[src/rtl/conv_mul_arbiter.sv]
// rtl/conv_mul_arbiter.sv - shared radix-2 Booth serial multiplier with two-requester round-robin arbiter
// Optional feature macro: CONV_MUL_ZERO_SKIP_EN (zero operand completes in one cycle)
module conv_mul_arbiter #(
  parameter int DATA_W = 20,
  parameter int COEF_W = 17
) (
  input  logic                     clk,
  input  logic                     reset,
  input  logic                     req0_valid,
  input  logic [DATA_W-1:0]        req0_data,
  input  logic [COEF_W-1:0]        req0_coef,
  output logic                     req0_ready,
  input  logic                     req1_valid,
  input  logic [DATA_W-1:0]        req1_data,
  input  logic [COEF_W-1:0]        req1_coef,
  output logic                     req1_ready,
  output logic                     res_valid,
  input  logic                     res_ready,
  output logic                     res_id,
  output logic [DATA_W+COEF_W-1:0] res_product,
  output logic                     busy
);

  localparam int PROD_W = DATA_W + COEF_W;
  localparam int REG_W  = PROD_W + 1;
  localparam int CNT_W  = $clog2(DATA_W + 1);

  typedef enum logic [1:0] {IDLE, RUN, DONE} state_t;

  state_t             state, state_next;
  logic [REG_W-1:0]   prod;
  logic [COEF_W-1:0]  coef;
  logic [CNT_W-1:0]   step;
  logic               last_grant;
  logic               id;
  logic               grant0, grant1, accept;
  logic               sel1;
  logic [DATA_W-1:0]  acc_data;
  logic [COEF_W-1:0]  acc_coef;
  logic               zero_op;
  logic               last_step;
  logic [COEF_W:0]    upper_ext, coef_ext, booth_sum;

  // Operand mux follows the arbitration winner; kept independent of the FSM block.
  assign sel1     = req1_valid && (!req0_valid || !last_grant);
  assign acc_data = sel1 ? req1_data : req0_data;
  assign acc_coef = sel1 ? req1_coef : req0_coef;

`ifdef CONV_MUL_ZERO_SKIP_EN
  assign zero_op = (acc_data == '0) || (acc_coef == '0);
`else
  assign zero_op = 1'b0;
`endif

  assign last_step = (step == CNT_W'(DATA_W - 1));
  assign accept    = grant0 || grant1;

  always_ff @(posedge clk) begin
    if (reset) state <= IDLE;
    else       state <= state_next;
  end

  always_comb begin
    state_next = state;
    grant0     = 1'b0;
    grant1     = 1'b0;
    case (state)
      IDLE: begin
        if (!reset) begin
          grant0 = req0_valid && (!req1_valid || last_grant);
          grant1 = req1_valid && (!req0_valid || !last_grant);
        end
        if (grant0 || grant1) state_next = zero_op ? DONE : RUN;
      end
      RUN:     if (last_step) state_next = DONE;
      DONE:    if (res_ready) state_next = IDLE;
      default: state_next = IDLE;
    endcase
  end

  // The add is one bit wider than the accumulator so a most-negative coef cannot overflow;
  // the extra bit becomes the sign shifted back into the register.
  assign upper_ext = {prod[REG_W-1], prod[REG_W-1 -: COEF_W]};
  assign coef_ext  = {coef[COEF_W-1], coef};

  always_comb begin
    booth_sum = upper_ext;
    case (prod[1:0])
      2'b01:   booth_sum = upper_ext + coef_ext;
      2'b10:   booth_sum = upper_ext - coef_ext;
      default: booth_sum = upper_ext;
    endcase
  end

  always_ff @(posedge clk) begin
    if (reset) begin
      prod       <= '0;
      coef       <= '0;
      step       <= '0;
      last_grant <= 1'b1;
      id         <= 1'b0;
    end else begin
      case (state)
        IDLE: begin
          if (accept) begin
            coef       <= acc_coef;
            id         <= grant1;
            last_grant <= grant1;
            step       <= '0;
            prod       <= zero_op ? '0 : {{COEF_W{1'b0}}, acc_data, 1'b0};
          end
        end
        RUN: begin
          prod <= {booth_sum, prod[DATA_W:1]};
          step <= step + 1'b1;
        end
        default: ;
      endcase
    end
  end

  assign req0_ready  = grant0;
  assign req1_ready  = grant1;
  assign res_valid   = (state == DONE);
  assign res_id      = id;
  assign res_product = prod[REG_W-1:1];
  assign busy        = (state != IDLE);

endmodule

[config.mk]
export PLATFORM = sky130hd
export DESIGN_NAME = conv_mul_arbiter
export DESIGN_NICKNAME = d
export VERILOG_FILES = /design/src/rtl/conv_mul_arbiter.sv
export SDC_FILE = /design/constraint.sdc
export NUM_CORES = 1
export LEC_CHECK = 0
export CORE_ASPECT_RATIO = 0.8
export CORE_UTILIZATION = 45
export DETAILED_ROUTE_END_ITERATION = 12
export PLACE_DENSITY = 0.75
export SLEW_MARGIN = 20
export SYNTH_ARGS = -nofsm -noshare
export SYNTH_HDL_FRONTEND = slang
export SYNTH_SLANG_ARGS = --single-unit
[constraint.sdc]
create_clock -name clk -period 4.85 [get_ports clk]
set_clock_uncertainty 0.15 [all_clocks]
set_input_delay 1.455 -clock clk [delete_from_list [all_inputs] [get_ports clk]]
set_output_delay 1.455 -clock clk [all_outputs]
set_load 0.05 [all_outputs]
After elaboration in Yosys (flattened, before gate mapping)
Index checks and enable logic that the tools add are counted.
{"block": "totals", "register_bits": 64}
{"block": "classes", "n_reduce_logical": 16, "add_sub_neg": 3, "n_mux": 17, "eq_ne": 10}
{"cell": "case mux 38 bit (2 select lines)", "count": 1}
{"cell": "two-way mux 38 bit", "count": 1}
{"cell": "case mux 18 bit (2 select lines)", "count": 1}
{"cell": "two-way mux 20 bit", "count": 1}
{"cell": "adder 17 x 17 -> 18 bit", "count": 1}
{"cell": "subtractor 17 x 17 -> 18 bit", "count": 1}
{"cell": "two-way mux 17 bit", "count": 1}
{"cell": "case mux 5 bit (2 select lines)", "count": 1}
{"cell": "two-way mux 1 bit", "count": 6}
{"cell": "two-way mux 2 bit", "count": 3}
{"cell": "!= test 2 bit (second input constant)", "count": 3}
{"cell": "case mux 2 bit (3 select lines)", "count": 1}
{"cell": "AND reduction 3 bit", "count": 2}
{"cell": "adder 5 x 1 -> 5 bit (second input constant)", "count": 1}
{"cell": "== test 5 bit (second input constant)", "count": 1}
{"cell": "two-way mux 5 bit", "count": 1}
{"cell": "== test 2 x 1 -> 1 bit (second input constant)", "count": 2}
{"cell": "== test 2 bit (second input constant)", "count": 2}
{"cell": "logical OR 1 bit", "count": 4}
{"cell": "AND reduction 2 bit", "count": 2}
{"cell": "nonzero test 2 bit", "count": 2}
{"cell": "logical NOT 1 bit", "count": 3}
{"cell": "!= test 3 x 1 -> 1 bit (second input constant)", "count": 1}
{"cell": "logical AND 1 bit", "count": 2}
{"cell": "2 further kinds", "count": 2}

Logic depth before layout (Yosys ltp)
Gate-level depths: netlist of the first run.
{"block": "depth", "depth_word": 9, "ltp_mapped": 14}

Worst setup path before layout of the first run
OpenSTA, ideal clock, no wires.
{"block": "synth_path", "path_type": "input -> output", "from": "in req1_valid", "to": "out req0_ready", "slack_ns": -0.876, "t_required_ns": 3.245, "t_arrival_ns": 4.121, "cell_stages": 1, "path_buffers": 0, "path_cell_list": "a2111oi_0"}
{"block": "synth_via", "elab_chain_len": 6}
{"item": "from (decl)", "line_no": "13", "text": "input logic req1_valid,"}
{"item": "logical NOT 1 bit", "line_no": "70", "text": "grant0 = req0_valid && (!req1_valid || last_grant);"}
{"item": "logical OR 1 bit", "line_no": "70"}
{"item": "logical AND 1 bit", "line_no": "70"}
{"item": "two-way mux 1 bit", "line_no": "69", "text": "if (!reset) begin"}
{"item": "two-way mux 1 bit (2 in a row)", "line_no": "67", "text": "case (state)"}
{"item": "to (decl)", "line_no": "12", "text": "output logic req0_ready,"}
Every way passes these cells. The select of a mux whose other input is x is not followed.

Worst setup path in the final report of the first run
{"block": "layout_path", "from": "in req0_valid", "to": "out req0_ready"}
{"block": "layout_via", "elab_chain_len": 4}
{"item": "from (decl)", "line_no": "9", "text": "input logic req0_valid,"}
{"item": "logical AND 1 bit", "line_no": "70"}
{"item": "two-way mux 1 bit", "line_no": "69"}
{"item": "two-way mux 1 bit (2 in a row)", "line_no": "67"}
Every way passes these cells. The select of a mux whose other input is x is not followed.

==> impl_metrics.ini, run 1 <==
[clock_tree]
clkSinkCount = 64
ctsHoldBuffers = 0
cts_buffer_depth = 2
cts_made_buffers = 9
cts_max_level = 3
post_cts_resized = 0
cts_tree = done
postCtsSetupBuffers = 0
clk-insertion-delay-late_ns = 0.33
cts_root_buf = clkbuf_16
clk_pin_slew_ns = 0.05

[logic_synthesis]
synth_cells = 579
synthArstFlopShare = 0
synth_flop_cell = dfxtp_1
synth_top_area_cell = dfxtp_1
synth_edf_count = 0
synth_area_um2 = 4590
synthDistinctLibCells = 60
ys_ff_latch = 64
ys_seq_area_frac = 0.279
syn_avg_cell_area_um2 = 7.93
yosys_warnings = 0
netlist_top_cells_area = dfxtp_1 (28%), mux2i_1 (8.5%), buf_4 (6.4%)
syn_nets = 679
yosysTopAreaCellShare = 0.279

[timing]
tightest_slew_ns = 0.884
hold_violations = 0
drv_slew = 0
timing.final.crit_share = 0.894
fmax_mhz = 231
rsz0062_at_grt = false
relSlewSlack = 0.406
fin_setup_tns_ns = 0
period_needed_ns = 4.34
setup_viol = 0

[min_path]
min_path_cells = 2
holdPathEnd = prod[1]
min_from = prod[2]
min-delay-path-class = flip-flop to flip-flop

[grt]
grt_usage = 0.234
grt_pass1_wl_um = 20100
grt_overflow = 0
grt_max_degree = 75
grt_pass1_vias = 4247
antenna_found_initial = 0

[route]
vias = 4403
drc = 0
post_drt_wl_per_cell_um = 15.0
ant_nets = 0
vias_per_cell = 5.61
dr.pass1.iters = 4
routed_wl_um = 11800
drt_iter0_markers = 218

[worst_setup_path]
r2r_slack_ns = 1.36
crit_path_end_kind = primary output
required_ns = 3.24
cp_data_arrival_time_ns = 2.73
rr_startpoint = coef[2]
path_max_fanout = 3
start_kind = primary input
ff2ff_path_depth = 11
crit-reg2reg-capture = prod[36]
criticalPathCategory = primary input to primary output

[run]
maxCapViolations = 0

[pwr]
ir_worst_vdd_mv = 0.174
power_density_nw_per_um2 = 360
p_total_uw = 2140
p_leak_uw = 0.00222

[cells_and_area]
design_area_um2 = 5950
syn_to_final_growth_pct = 29.6
finalNonFillerCells = 785
layout_commonest_cell = clkdlybuf4s50_1
drive_gt1_frac = 0.0570
layout_common_cells = clkdlybuf4s50_1 (117), dfxtp_1 (64), nand2_1 (61)
final.fill_count = 912
nNetsFinal = 744
n_antenna_cell = 0
final_util = 0.609

[floorplan]
die_w_um = 115
io_pins = 121
floorplan.initialDensity = 0.470
die_y_um = 92.4
fp-row-count = 32
die-area_um2 = 10600
core-area_um2 = 9770

[run_status]
status = finished clean

[place]
io_buffers = 120
dpl_cell_area_um2 = 5610
gp_congestion = 0.881
dp_hpwl_um = 8450
dp_cells = 769
## flip-flops by register name, summed over array words and instances (netlist names)
signal	flops
state	2
coef	17
prod	38
step	5
res_id	1
last_grant	1
## cell type report
type	instances	area (µm²)	share of cell area
Sequential cell	64	1280	0.215
Timing Repair Buffer	126	1260	0.212
Tap cell	136	170	0.0286
Clock inverter	7	120	0.0202
Inverter	11	41.3	0.00694
Multi-Input combinational cell	432	2850	0.479
Clock buffer	9	225	0.0378
## worst max-delay path by stage
stage / to / start / slack [ns] / cells past startpoint
after CTS: req0_ready / req0_valid / 0.50 / 4
after detailed placement: req0_ready / req0_valid / 0.50 / 4
final: req0_ready / req0_valid / 0.51 / 4
after global routing: req0_ready / req0_valid / 0.41 / 4
after global placement: req0_ready / req0_valid / 0.58 / 4
after floorplan: req0_ready / req1_valid / 0.59 / 1
## kinds of logic (layout without fill, tap and decap cells)
group	after synthesis	after routing	synth area share
AOI/OAI and AO/OA	164	164	0.243
xor gates and xnor gates	21	21	0.0400
adders and majority gates	21	21	0.0588
buffers and inverters	83	153	0.105
DFF	64	64	0.279
muxes	39	39	0.0850
and+or+nand+nor	187	187	0.190
## critical path, stage by stage
cell             delay [ns]
clkdlybuf4s50_1        0.55
inv_1                  0.08
a2111oi_2              0.44
buf_12                 0.21
## per-layer routing
layer,vias to the layer above,global-route usage,routed length (µm)
met2,144,0.380,5350
met4,0,0.0595,123
met3,12,0.0353,665
met5,-,0,0
met1,2047,0.322,5620
li1,2200,-,-
## cell usage after synthesis (3+ instances only)
library cell,number
nand4_1,4
inv_1,11
and2_1,5
buf_2,12
nor2b_1,4
nand2b_1,8
nor3_1,16
o211ai_1,22
a211o_1,5
ha_1,20
o21ai_0,14
o31ai_1,3
dfxtp_1,64
o21a_1,3
and3_1,6
nor2_1,52
a211oi_1,18
mux2i_1,39
nor4_1,5
o21bai_1,3
nand3_1,12
a22oi_1,12
buf_4,39
clkbuf_1,17
nor3b_1,3
nand3b_1,4
a21o_1,3
a21oi_1,55
xnor2_1,19
nand2_1,61
## per-stage QoR
stage	hold slack, ns	setup slack, ns
detailed placement	0.308	0.498
global placement	0.305	0.576
floorplan	0.295	0.595
CTS	0.320	0.495
finish	0.320	0.513
global route	0.335	0.407
## power breakdown
part	internal [µW]	total [µW]	switching, µW
Clock	502	745	243
Combinational	331	779	448
Sequential	570	618	48.0
Total	1400	2140	739
No activity file was read; power rests on OpenSTA's default activity.
==> run 2: changes to the inputs <==
- CORE_MARGIN: unset -> 4
==> impl_metrics.ini, run 2 (same netlist as run 1, synthesis figures left out) <==
[place]
dp_hpwl_um = 8810
gp_congestion = 0.847
io_buffers = 120

[clock_tree]
clk_pin_slew_ns = 0.05
postCtsSetupBuffers = 0
cts_tree = done
cts_root_buf = clkbuf_16
cts_max_level = 3
clk-insertion-delay-late_ns = 0.33
cts_buffer_depth = 2
post_cts_resized = 0
cts_made_buffers = 9
clkSinkCount = 64
ctsHoldBuffers = 0

[route]
drt_iter0_markers = 336
dr.pass1.iters = 4
ant_nets = 0
vias_per_cell = 5.54
post_drt_wl_per_cell_um = 15.2
drc = 0
vias = 4349
routed_wl_um = 11900

[worst_setup_path]
required_ns = 3.24
max_stage_delay_ns = 0.60
worstPathCellList = clkdlybuf4s50_1 -> a2111oi_2 -> buf_12
criticalPathCategory = primary input to primary output
crit_path_end_kind = primary output
start_kind = primary input
ff2ff_path_depth = 13
slowest_stage = a2111oi_2
cp_data_arrival_time_ns = 2.74
path_max_fanout = 3

[floorplan]
die_w_um = 121
die_y_um = 98.4
io_pins = 121
floorplan.initialDensity = 0.468
die-area_um2 = 11900
core-area_um2 = 9810
fp-row-count = 32

[cells_and_area]
regMostFlops = prod
reg_top3 = prod: 38 flops, coef: 17 flops, step: 5 flops
layout_common_cells = clkdlybuf4s50_1 (117), dfxtp_1 (64), nand2_1 (61)
syn_to_final_growth_pct = 28.6
largest_register_ff_count = 38
nNetsFinal = 745
layout_commonest_cell = clkdlybuf4s50_1
n_antenna_cell = 0
drive_gt1_frac = 0.0570
final_util = 0.602

[timing]
timing.final.crit_share = 0.897
rsz0062_at_grt = false
relSlewSlack = 0.402
tightest_slew_ns = 0.890
hold_violations = 0
fmax_mhz = 230
setup_viol = 0
drv_slew = 0
period_needed_ns = 4.35
fin_setup_tns_ns = 0

[run]
maxCapViolations = 0

[pwr]
power_density_nw_per_um2 = 341
ir_worst_vdd_mv = 0.199
p_leak_uw = 0.00220

[grt]
grt_pass1_vias = 4189
grt_usage = 0.201
antenna_found_initial = 0
grt_pass1_wl_um = 19900
grt_overflow = 0
grt_max_degree = 65

[min_path]
min_path_cells = 2
min-delay-path-class = flip-flop to flip-flop

[run_status]
status = finished clean
==> run 2: cell count changes in the layout (fill, tap and decap cells not counted) <==
cell       previous run  this run
buf_4                 6         7
bufinv_16             3         0
clkbuf_8              0         4
clkinv_4              2         0
==> run 2: worst max-delay path, delay by kind of cell <==
kind / cells / cell delay [ns]
AOI/OAI and AO/OA: 1 / 0.60
buffers and inverters: 2 / 0.68
==> run 2: power breakdown <==
group | leakage [µW] | total, µW | internal [µW] | switching, µW
registers | 0.000524 | 618 | 571 | 47.6
clock network | 0.000144 | 618 | 397 | 221
logic | 0.00154 | 778 | 331 | 447
total | 0.00220 | 2010 | 1300 | 715
==> run 2: path summary, 6_finish.rpt <==
path,from,slack (ns),end
max,req1_valid,0.50,req0_ready
min reg2reg,prod[9],0.32,prod[8]
max reg2reg,coef[6],1.41,prod[37]
min,prod[9],0.32,prod[8]
==> run 2: through the flow <==
step | std cells | area [µm²] | hold slack (ns) | total power, µW | setup slack (ns)
finish | 785 | 5910 | 0.321 | 2010 | 0.500
global route | 785 | 5910 | 0.346 | 2120 | 0.428
CTS | 785 | 5910 | 0.322 | 2020 | 0.498
detailed placement | 770 | 5610 | 0.313 | 1400 | 0.506
global placement | 770 | 5610 | 0.304 | 1380 | 0.576
floorplan | 579 | 4600 | 0.295 | 1210 | 0.595
==> run 2: per-layer routing <==
layer | up-vias | wire, µm | track usage
met3 | 12 | 740 | 0.0573
met4 | 0 | 116 | 0.0470
met2 | 120 | 5420 | 0.313
met5 | - | 0 | 0
li1 | 2197 | - | -
met1 | 2020 | 5660 | 0.274
==> run 2: layout make-up <==
class                           instances  area [µm²]
Fill cell                             877        3900
Multi-Input combinational cell        432        2850
Sequential cell                        64        1280
Timing Repair Buffer                  127        1270
Clock buffer                           13         280
Tap cell                              136         170
Inverter                               11        41.3
Clock inverter                          2        12.5
==> run 3: changes to the inputs <==
- CTS_CLUSTER_SIZE: unset -> 25
- DONT_BUFFER_PORTS: unset -> 1
- PLACE_DENSITY: 0.75 -> unset
==> impl_metrics.ini, run 3 (same netlist as run 1, synthesis figures left out) <==
[floorplan]
core-area_um2 = 9810
fp-row-count = 32
floorplan.initialDensity = 0.468
die_y_um = 98.4
die-area_um2 = 11900
io_pins = 121
die_w_um = 121

[place]
dpl_cell_area_um2 = 4390
io_buffers = 0
dp_hpwl_um = 8010
gp_congestion = 0.847

[cells_and_area]
nNetsFinal = 623
n_antenna_cell = 0
layout_commonest_cell = dfxtp_1
regMostFlops = prod
final.fill_count = 989
layout_common_cells = dfxtp_1 (64), nand2_1 (61), a21oi_1 (55)
syn_to_final_growth_pct = 2.23
design_area_um2 = 4700
largest_register_ff_count = 38
reg_top3 = prod: 38 flops, coef: 17 flops, step: 5 flops
drive_gt1_frac = 0.0587

[worst_setup_path]
critPathBufInv = 0
cp.depth = 2
crit-reg2reg-capture = prod[37]
cp_data_arrival_time_ns = 2.30
path_max_fanout = 68
start_kind = primary input
critical-path-top-delay-family = simple AND/OR/NAND/NOR gates
crit_path_start = reset
max_stage_delay_ns = 0.55
rr_startpoint = prod[1]
endpoint = req1_ready
criticalPathCategory = primary input to primary output
ff2ff_path_depth = 10
worstPathCellList = nor3_1 -> and2_1
required_ns = 3.24
r2r_slack_ns = 1.09
crit_path_end_kind = primary output
slowest_stage = and2_1

[grt]
grt_overflow = 0
grt_use_met1 = 0.272
grtUsageMet2 = 0.257
grt_pass1_vias = 3536
grt_usage = 0.185
antenna_found_initial = 0
met3_usage = 0.0654
grt_pass1_wl_um = 17900
grt_max_degree = 72
top_usage_layer = met1

[clock_tree]
cts_tree = done
clkSinkCount = 64
ctsHoldBuffers = 0
clk-insertion-delay-late_ns = 0.33
cts_made_buffers = 9
post_cts_resized = 0
cts_buffer_depth = 2
cts_max_level = 3
postCtsSetupBuffers = 0
cts_root_buf = clkbuf_16
clk_pin_slew_ns = 0.05

[pwr]
ir_worst_vdd_mv = 0.142
p_leak_uw = 0.00174
power_density_nw_per_um2 = 409

[timing]
fmax_mhz = 256
drv_slew = 0
tightest_slew_ns = 0.873
timing.final.crit_share = 0.805
hold_violations = 0
setup_viol = 0
period_needed_ns = 3.91
fin_setup_tns_ns = 0
relSlewSlack = 0.418
rsz0062_at_grt = false
timing.hold.ws_ns = 0.333

[route]
routed_wl_um = 11100
vias_per_cell = 5.84
drt_iter0_markers = 261
vias = 3880
ant_nets = 0
drc = 0
post_drt_wl_per_cell_um = 16.6
dr.pass1.iters = 5

[run]
maxCapViolations = 0

[run_status]
status = finished clean

[min_path]
min-delay-path-class = flip-flop to flip-flop
==> run 3: how the worst min path moves through the flow <==
stage / depth (start not counted) / from / endpoint
floorplan: 2 / prod[11] / prod[10]
global route: 2 / prod[0] / prod[0]
CTS: 2 / prod[0] / prod[0]
global placement: 2 / prod[0] / prod[0]
detailed placement: 2 / prod[0] / prod[0]
finish: 2 / prod[0] / prod[0]
==> run 3: routing by layer <==
metal  vias to the layer above  wire (µm)
li1                       1960          -
met1                      1769       5410
met2                       141       4590
met3                        10        958
met4                         0         96
met5                         -          0
==> run 3: stage by stage <==
stage	total power [µW]	utilization	instances	worst slack, ns
after global routing	2030	0.479	664	0.851
after CTS	1940	0.479	664	0.968
after floorplan	1210	-	579	0.595
final	1920	0.479	664	0.944
after detailed placement	1280	0.448	648	0.976
after global placement	1260	0.448	648	0.987
==> run 3: area by class of cell <==
class	instances	area [µm²]	share of cell area
tap	136	170	0.0362
inverter	11	41.3	0.00879
clock inverter	3	40.0	0.00853
clock buffer	13	260	0.0554
multi-input combinational	432	2870	0.610
sequential	64	1280	0.273
timing repair buffer	5	37.5	0.00799
==> run 3: where the power goes <==
part | switching (µW) | total [µW] | internal (µW) | leakage (µW)
sequential | 137 | 708 | 570 | 0.000524
clock | 226 | 650 | 424 | 0.000150
combinational | 333 | 564 | 231 | 0.00107
total | 696 | 1920 | 1230 | 0.00174
